===== src/rtl/wb_master_arbiter.sv =====
// wb_master_arbiter: dynamic two-master Wishbone arbiter (M0 = CPU, M1 = wb_ext).
// Round-robin on contention, a grant is never revoked while its owner holds cyc,
// and ownership is handed straight to a waiting master with no idle cycle.
// Optional slave-timeout logic is enabled with `define WB_ARB_TIMEOUT_EN.
module wb_master_arbiter #(
   parameter int unsigned                WB_DATA_WIDTH  = 32,
   parameter int unsigned                WB_ADDR_WIDTH  = 32,
   parameter int unsigned                WB_SEL_WIDTH   = 4,
   parameter int unsigned                TIMEOUT_CYCLES = 256,
   parameter logic [WB_DATA_WIDTH-1:0]   ERR_DATA       = 32'hDEAD_BEEF
) (
   input  logic                     clk_i,
   input  logic                     rst_ni,
   // master 0 (CPU)
   input  logic [WB_ADDR_WIDTH-1:0] m0_addr_i,
   input  logic [WB_DATA_WIDTH-1:0] m0_data_i,
   input  logic                     m0_we_i,
   input  logic [WB_SEL_WIDTH-1:0]  m0_sel_i,
   input  logic                     m0_stb_i,
   input  logic                     m0_cyc_i,
   output logic                     m0_ack_o,
   output logic [WB_DATA_WIDTH-1:0] m0_data_o,
   // master 1 (external port)
   input  logic [WB_ADDR_WIDTH-1:0] m1_addr_i,
   input  logic [WB_DATA_WIDTH-1:0] m1_data_i,
   input  logic                     m1_we_i,
   input  logic [WB_SEL_WIDTH-1:0]  m1_sel_i,
   input  logic                     m1_stb_i,
   input  logic                     m1_cyc_i,
   output logic                     m1_ack_o,
   output logic [WB_DATA_WIDTH-1:0] m1_data_o,
   // slave side
   output logic [WB_ADDR_WIDTH-1:0] s_addr_o,
   output logic [WB_DATA_WIDTH-1:0] s_data_o,
   output logic                     s_we_o,
   output logic [WB_SEL_WIDTH-1:0]  s_sel_o,
   output logic                     s_stb_o,
   output logic                     s_cyc_o,
   input  logic                     s_ack_i,
   input  logic [WB_DATA_WIDTH-1:0] s_data_i,
   // status
   output logic [1:0]               grant_o,
   output logic                     timeout_o
);

   typedef enum logic [1:0] {
      IDLE   = 2'd0,
      GNT_M0 = 2'd1,
      GNT_M1 = 2'd2
   } state_e;

   state_e     state_q;
   logic [1:0] grant_q;
   logic       last_m1_q;   // 1: M1 was the most recent owner

   logic       own0;
   logic       own1;
   logic       own_cyc;
   logic       own_stb;
   logic       tmo;

   // Arbitration FSM with registered one-hot grant and round-robin history
   always_ff @(posedge clk_i or negedge rst_ni) begin
      if (!rst_ni) begin
         state_q   <= IDLE;
         grant_q   <= '0;
         last_m1_q <= 1'b1;
      end else begin
         case (state_q)
            IDLE: begin
               if (m0_cyc_i && (!m1_cyc_i || last_m1_q)) begin
                  state_q   <= GNT_M0;
                  grant_q   <= 2'b01;
                  last_m1_q <= 1'b0;
               end else if (m1_cyc_i) begin
                  state_q   <= GNT_M1;
                  grant_q   <= 2'b10;
                  last_m1_q <= 1'b1;
               end
            end
            GNT_M0: begin
               if (!m0_cyc_i) begin
                  if (m1_cyc_i) begin
                     state_q   <= GNT_M1;
                     grant_q   <= 2'b10;
                     last_m1_q <= 1'b1;
                  end else begin
                     state_q <= IDLE;
                     grant_q <= '0;
                  end
               end
            end
            GNT_M1: begin
               if (!m1_cyc_i) begin
                  if (m0_cyc_i) begin
                     state_q   <= GNT_M0;
                     grant_q   <= 2'b01;
                     last_m1_q <= 1'b0;
                  end else begin
                     state_q <= IDLE;
                     grant_q <= '0;
                  end
               end
            end
            default: begin
               state_q <= IDLE;
               grant_q <= '0;
            end
         endcase
      end
   end

   assign own0    = grant_q[0];
   assign own1    = grant_q[1];
   assign grant_o = grant_q;

`ifdef WB_ARB_TIMEOUT_EN
   localparam int unsigned CW = (TIMEOUT_CYCLES > 1) ? $clog2(TIMEOUT_CYCLES) : 1;

   logic [CW-1:0] wait_cnt_q;
   logic [CW-1:0] wait_cnt_d;

   // Wait counter next state; the owner's cyc dropping is the only way a grant
   // changes, so clearing on !own_cyc covers the grant-change case
   always_comb begin
      wait_cnt_d = wait_cnt_q + 1'b1;
      if (!own_cyc || !own_stb || s_ack_i || tmo) begin
         wait_cnt_d = '0;
      end
   end

   // Wait counter register
   always_ff @(posedge clk_i or negedge rst_ni) begin
      if (!rst_ni) begin
         wait_cnt_q <= '0;
      end else begin
         wait_cnt_q <= wait_cnt_d;
      end
   end

   assign tmo = own_stb && !s_ack_i && (wait_cnt_q == CW'(TIMEOUT_CYCLES - 1));
`else
   assign tmo = 1'b0;
`endif

   assign timeout_o = tmo;

   // Forward the owner's cycle to the slave; all zero while idle
   always_comb begin
      own_cyc  = 1'b0;
      own_stb  = 1'b0;
      s_addr_o = '0;
      s_data_o = '0;
      s_we_o   = 1'b0;
      s_sel_o  = '0;
      if (own0) begin
         own_cyc  = m0_cyc_i;
         own_stb  = m0_stb_i & m0_cyc_i;
         s_addr_o = m0_addr_i;
         s_data_o = m0_data_i;
         s_we_o   = m0_we_i;
         s_sel_o  = m0_sel_i;
      end else if (own1) begin
         own_cyc  = m1_cyc_i;
         own_stb  = m1_stb_i & m1_cyc_i;
         s_addr_o = m1_addr_i;
         s_data_o = m1_data_i;
         s_we_o   = m1_we_i;
         s_sel_o  = m1_sel_i;
      end
      s_cyc_o = own_cyc;
      s_stb_o = own_stb & ~tmo;
   end

   // Return path: only a strobing owner sees ack/data, timeouts substitute ERR_DATA
   always_comb begin
      m0_ack_o  = 1'b0;
      m0_data_o = '0;
      m1_ack_o  = 1'b0;
      m1_data_o = '0;
      if (own0) begin
         m0_ack_o  = own_stb & (s_ack_i | tmo);
         m0_data_o = tmo ? ERR_DATA : s_data_i;
      end else if (own1) begin
         m1_ack_o  = own_stb & (s_ack_i | tmo);
         m1_data_o = tmo ? ERR_DATA : s_data_i;
      end
   end

endmodule


===== config.mk =====
export PLATFORM = sky130hd
export DESIGN_NAME = wb_master_arbiter
export DESIGN_NICKNAME = d
export VERILOG_FILES = /design/src/rtl/wb_master_arbiter.sv
export SDC_FILE = /design/constraint.sdc
export NUM_CORES = 1
export LEC_CHECK = 0
export BUFFER_PORTS_ARGS = -buffer_cell sky130_fd_sc_hd__buf_2
export CORE_AREA = 2 2 124 126
export DETAILED_ROUTE_END_ITERATION = 10
export DIE_AREA = 0 0 126 128
export HOLD_SLACK_MARGIN = 0.1
export PLACE_DENSITY_LB_ADDON = 0.2
export SLEW_MARGIN = 10
export SYNTH_ARGS = -nofsm -noshare
export SYNTH_HDL_FRONTEND = slang
export SYNTH_SLANG_ARGS = --single-unit

===== constraint.sdc =====
create_clock -name clk_i -period 1.9 [get_ports clk_i]
set_input_delay 0.095 -clock clk_i [delete_from_list [all_inputs] [get_ports clk_i]]
set_output_delay 0.095 -clock clk_i [all_outputs]
set_load 0.02 [all_outputs]

==> Word-level counts from Yosys, hierarchy flattened <==
Cells that the tools add are included.
{ "totals": {"output_inout_bits": 140, "inputBits": 177, "elab_cells": 49, "register_bits": 3} }
{ "op_classes": {"reduce_logical": 7, "n_bitwise": 3, "n_eq_ne": 6, "muxes": 31} }
{ "ops": {"columns": ["op", "n"], "rows": [
  ["32-bit two-way mux", 7],
  ["1-bit two-way mux", 15],
  ["2-bit two-way mux", 5],
  ["4-bit two-way mux", 2],
  ["2-bit inequality test, second input constant", 3],
  ["2-bit case mux with 3 select lines", 1],
  ["4-bit AND reduction", 1],
  ["1-bit AND", 3],
  ["3-bit inequality test, second input constant", 1],
  ["1-bit case mux with 3 select lines", 1],
  ["3-bit AND reduction", 1],
  ["3-bit nonzero test", 1],
  ["2-bit by 1-bit == test with 1-bit output, second input constant", 1],
  ["2-bit == test, second input constant", 1],
  ["2-bit zero test", 1],
  ["1-bit logical AND", 1],
  ["1-bit zero test", 1],
  ["1-bit logical OR", 1]
]} }

==> Logic depth before layout (Yosys ltp) <==
{ "logic_depth": {"depth_word": 6, "depth_mapped": 7, "depth_no_buf": 6} }

==> Worst setup path after synthesis <==
Ideal clock, no wire load.
{ "synth_timing": {"kind": "register -> register", "startpoint": "register grant_o[0] (netlist name)", "endpoint": "register grant_q[0], in the netlist grant_o[0]", "path_stages_with_launch": 7, "period_less_slack_ns": 1.884, "arrival_ns": 1.763, "path_slack_ns": 0.016, "cell_sequence": "dfrtp_1 inv_1 clkbuf_1 ha_1 nor3b_1 a221o_1 a22o_1"} }
{ "synth_lines": {"columns": ["element", "line_no", "text"], "rows": [
  ["end signal: assignment", "66", "grant_q <= '0;"],
  ["end signal: assignment", "73", "grant_q <= 2'b01;"],
  ["end signal: assignment", "77", "grant_q <= 2'b10;"],
  ["end: declaration", "53", "logic [1:0] grant_q;"]
]} }

==> Worst setup path after layout <==
{ "layout_timing": {"startpoint": "register grant_q[0], in the netlist grant_o[0]", "endpoint": "output port s_data_o[22]"} }
{ "layout_via": {"elab_chain_len": 1} }
{ "layout_rtl": {"columns": ["element", "line_no", "text"], "rows": [
  ["32-bit two-way mux", "156", "if (own0) begin"],
  ["end: declaration", "34", "output logic [WB_DATA_WIDTH-1:0] s_data_o,"]
]} }
No other way between the ends.

==> impl_metrics.csv <==
group,metric,value,unit
sta,slew_viol_final,0,
yosys,async_flop_share,1.00,
die,die_y,128,µm
sta,period_share,0.930,
yosys,yosysTopAreaCell,"a22o_1",
global_route,antenna_found_initial,1,
die,core_area,0.0149,mm²
cts,htree_levels,1,
sta,relSlewSlack,0.638,
critical_path,crit_type,"reg -> out",
cts,cts_num_sinks,3,
sta,hold_viol,0,
sta,final.setup.tns,0,ns
critical_path,crit_buf_inv,3,
place,portBuffers,315,
global_route,grt_pass1_wl,13100,µm
cts,clk_pin_slew,0.03,ns
min_path,holdCritPathClass,"in -> async",
critical_path,cpMaxStageDelayCell,"dfrtp_4",
sta,setup_viol,0,
pwr,ir_drop,1.02,mV
cts,clock_latency,0.22,ns
yosys,synth.area.top_cells,"a22o_1, and3_1, and2_1",
yosys,synth_commonest_cells,"a22o_1, and3_1, and2_1, buf_2",
run,cap_violations,0,
finish,fill_cells,1728,
finish,area_growth,121,%
cts,cts_resized,0,
yosys,synth.most_common_cell,"a22o_1",
critical_path,crit_path_start_kind,"flop",
cts,cts_tree,"yes",
finish,nNetsFinal,685,
yosys,synth_ff_type,"dfrtp_1",
global_route,first_global_vias,2365,
yosys,synth_area_per_cell,7.34,µm²
yosys,ys_warn_count,0,
critical_path,worstPathMaxFanout,60,
critical_path,max_stage_delay,0.49,ns
critical_path,cp.required,1.80,ns
global_route,gr-total-overflow,0,
route,vias_per_cell,3.99,
pwr,leakagePower,0.00215,µW
die,pin_count,317,
critical_path,r2r_setup_slack,0.30,ns
sta,rsz0062_at_grt,"no",
finish,drive_gt1_frac,0.656,
route,drt_iter0_markers,88,
pwr,powerDensity,1500,mW/mm²
global_route,grt.total_usage,0.0984,
yosys,post-synth-top-area-fraction,0.398,
yosys,netlist_area,0.00150,mm²
route,final_antenna_net_count,0,
sta,skew,0.00183,ns
global_route,grt_max_degree,61,
yosys,synth.yosys.seq_area_share,0.0510,
yosys,synth.distinct_cells,27,
finish,design_area,0.00331,mm²
yosys,syn_nets,385,
sta,fin_crit,1.77,ns
place,gp_congestion,0.833,
sta,fmax,566,MHz
die,die_x,126,µm
cts,ctsRootBufferMaster,"clkbuf_16",
route,drtPass1Iterations,4,
route,dr_total_vias,2759,
die,rows,45,
yosys,ys_ff_latch,3,
status,outcome,"finished, final reports clean",
place,dp_hpwl,7960,µm
critical_path,endpoint_kind,"output pin",
critical_path,worstPathCellList,"buf_12 > nor2_4 > buf_12 > a22o_1 > buf_2",
cts,clock_tree.buffer_depth,2,
critical_path,crit_top_cell,"buf_12",
critical_path,cp.arrival,1.67,ns
yosys,synth_edf_count,0,
route,wl_per_cell,13.7,µm
die,start_util,0.101,
sta,worst_slew_pin_slew,0.543,ns
route,drc,0,
critical_path,crit_family,"buffers and inverters",
cts,cts-buffers-inserted,3,
yosys,synthCells,204,
die,die_area,0.0161,mm²
route,wirelength,9490,µm
place,placed_area,0.00322,mm²
## metal layers
metal  global-route usage  up-vias  routed length [µm]
met5                    0        -                   0
met4              0.00776        0                  55
met3               0.0125        6                 584
met2                0.178      119                5020
met1                0.130     1258                3830
li1                     -     1376                   -
## worst paths after layout
| check | depth (start not counted) | to | startpoint |
|---|---|---|---|
| setup / recovery | 5 | s_data_o[22] | grant_o[0] |
| max in group asynchronous | 2 | last_m1_q | rst_ni |
| hold / removal | 2 | grant_o[1] | rst_ni |
| min in group clk_i | 3 | grant_o[0] | m1_cyc_i |
| setup reg to reg | 5 | grant_o[0] | grant_o[0] |
| hold reg to reg | 2 | last_m1_q | last_m1_q |
## cells by family (layout without fill, tap and decap cells)
| family | Yosys count | after routing | share of synthesized area |
|---|---|---|---|
| buf+inv | 30 | 329 | 0.115 |
| flops | 3 | 3 | 0.0510 |
| compound gates | 78 | 78 | 0.441 |
| simple gates | 88 | 88 | 0.357 |
| other cells | 1 | 2 | 0.00251 |
| fa+ha+maj | 4 | 4 | 0.0334 |
## area by class of cell
class	instances	area (µm²)	share of cell area
Timing Repair Buffer	322	1660	0.500
Sequential cell	3	80.1	0.0242
Inverter	3	11.3	0.00340
Clock buffer	4	78.8	0.0238
Tap cell	188	235	0.0710
Antenna cell	1	2.50	0.000756
Multi-Input combinational cell	171	1250	0.377
## registers in the layout (all words and copies together), names as in the netlist
register   count
last_m1_q      1
grant_o        2
## through the flow
step | total power, µW | worst slack [ns] | cells | hold slack (ns) | util
after floorplan | 3250 | 0.0163 | 204 | -0.201 | -
after global placement | 4650 | 0.356 | 686 | -0.100 | 0.217
after detailed placement | 4660 | 0.291 | 686 | -0.103 | 0.217
after CTS | 5020 | 0.114 | 691 | 0.199 | 0.223
after global routing | 5340 | 0.0454 | 692 | 0.215 | 0.223
final | 4960 | 0.133 | 692 | 0.196 | 0.223
## layout by cell type (no fill, tap or decap), types with 2 or more instances in the layout
| cell | n |
|---|---|
| a22o_1 | 68 |
| nor2b_1 | 3 |
| ha_1 | 4 |
| nand2_1 | 7 |
| inv_1 | 2 |
| nor2_1 | 3 |
| buf_12 | 2 |
| buf_4 | 4 |
| o21ai_0 | 7 |
| buf_2 | 315 |
| and2_1 | 32 |
| clkbuf_16 | 3 |
| nand3_1 | 4 |
| and3_1 | 34 |
## timing repair
action | in CTS | in global routing
hold buffers | 1 | 0
hold endpoints to repair | 3 | 0
buffers inserted | 0 | 0
## power by group
part           total, µW  leakage (µW)  internal [µW]  switching (µW)
registers            150     0.0000349            111            38.9
logic               4480       0.00208           1670            2810
clock network        333     0.0000382            277            56.2
Power figures use the tool's default switching activity.
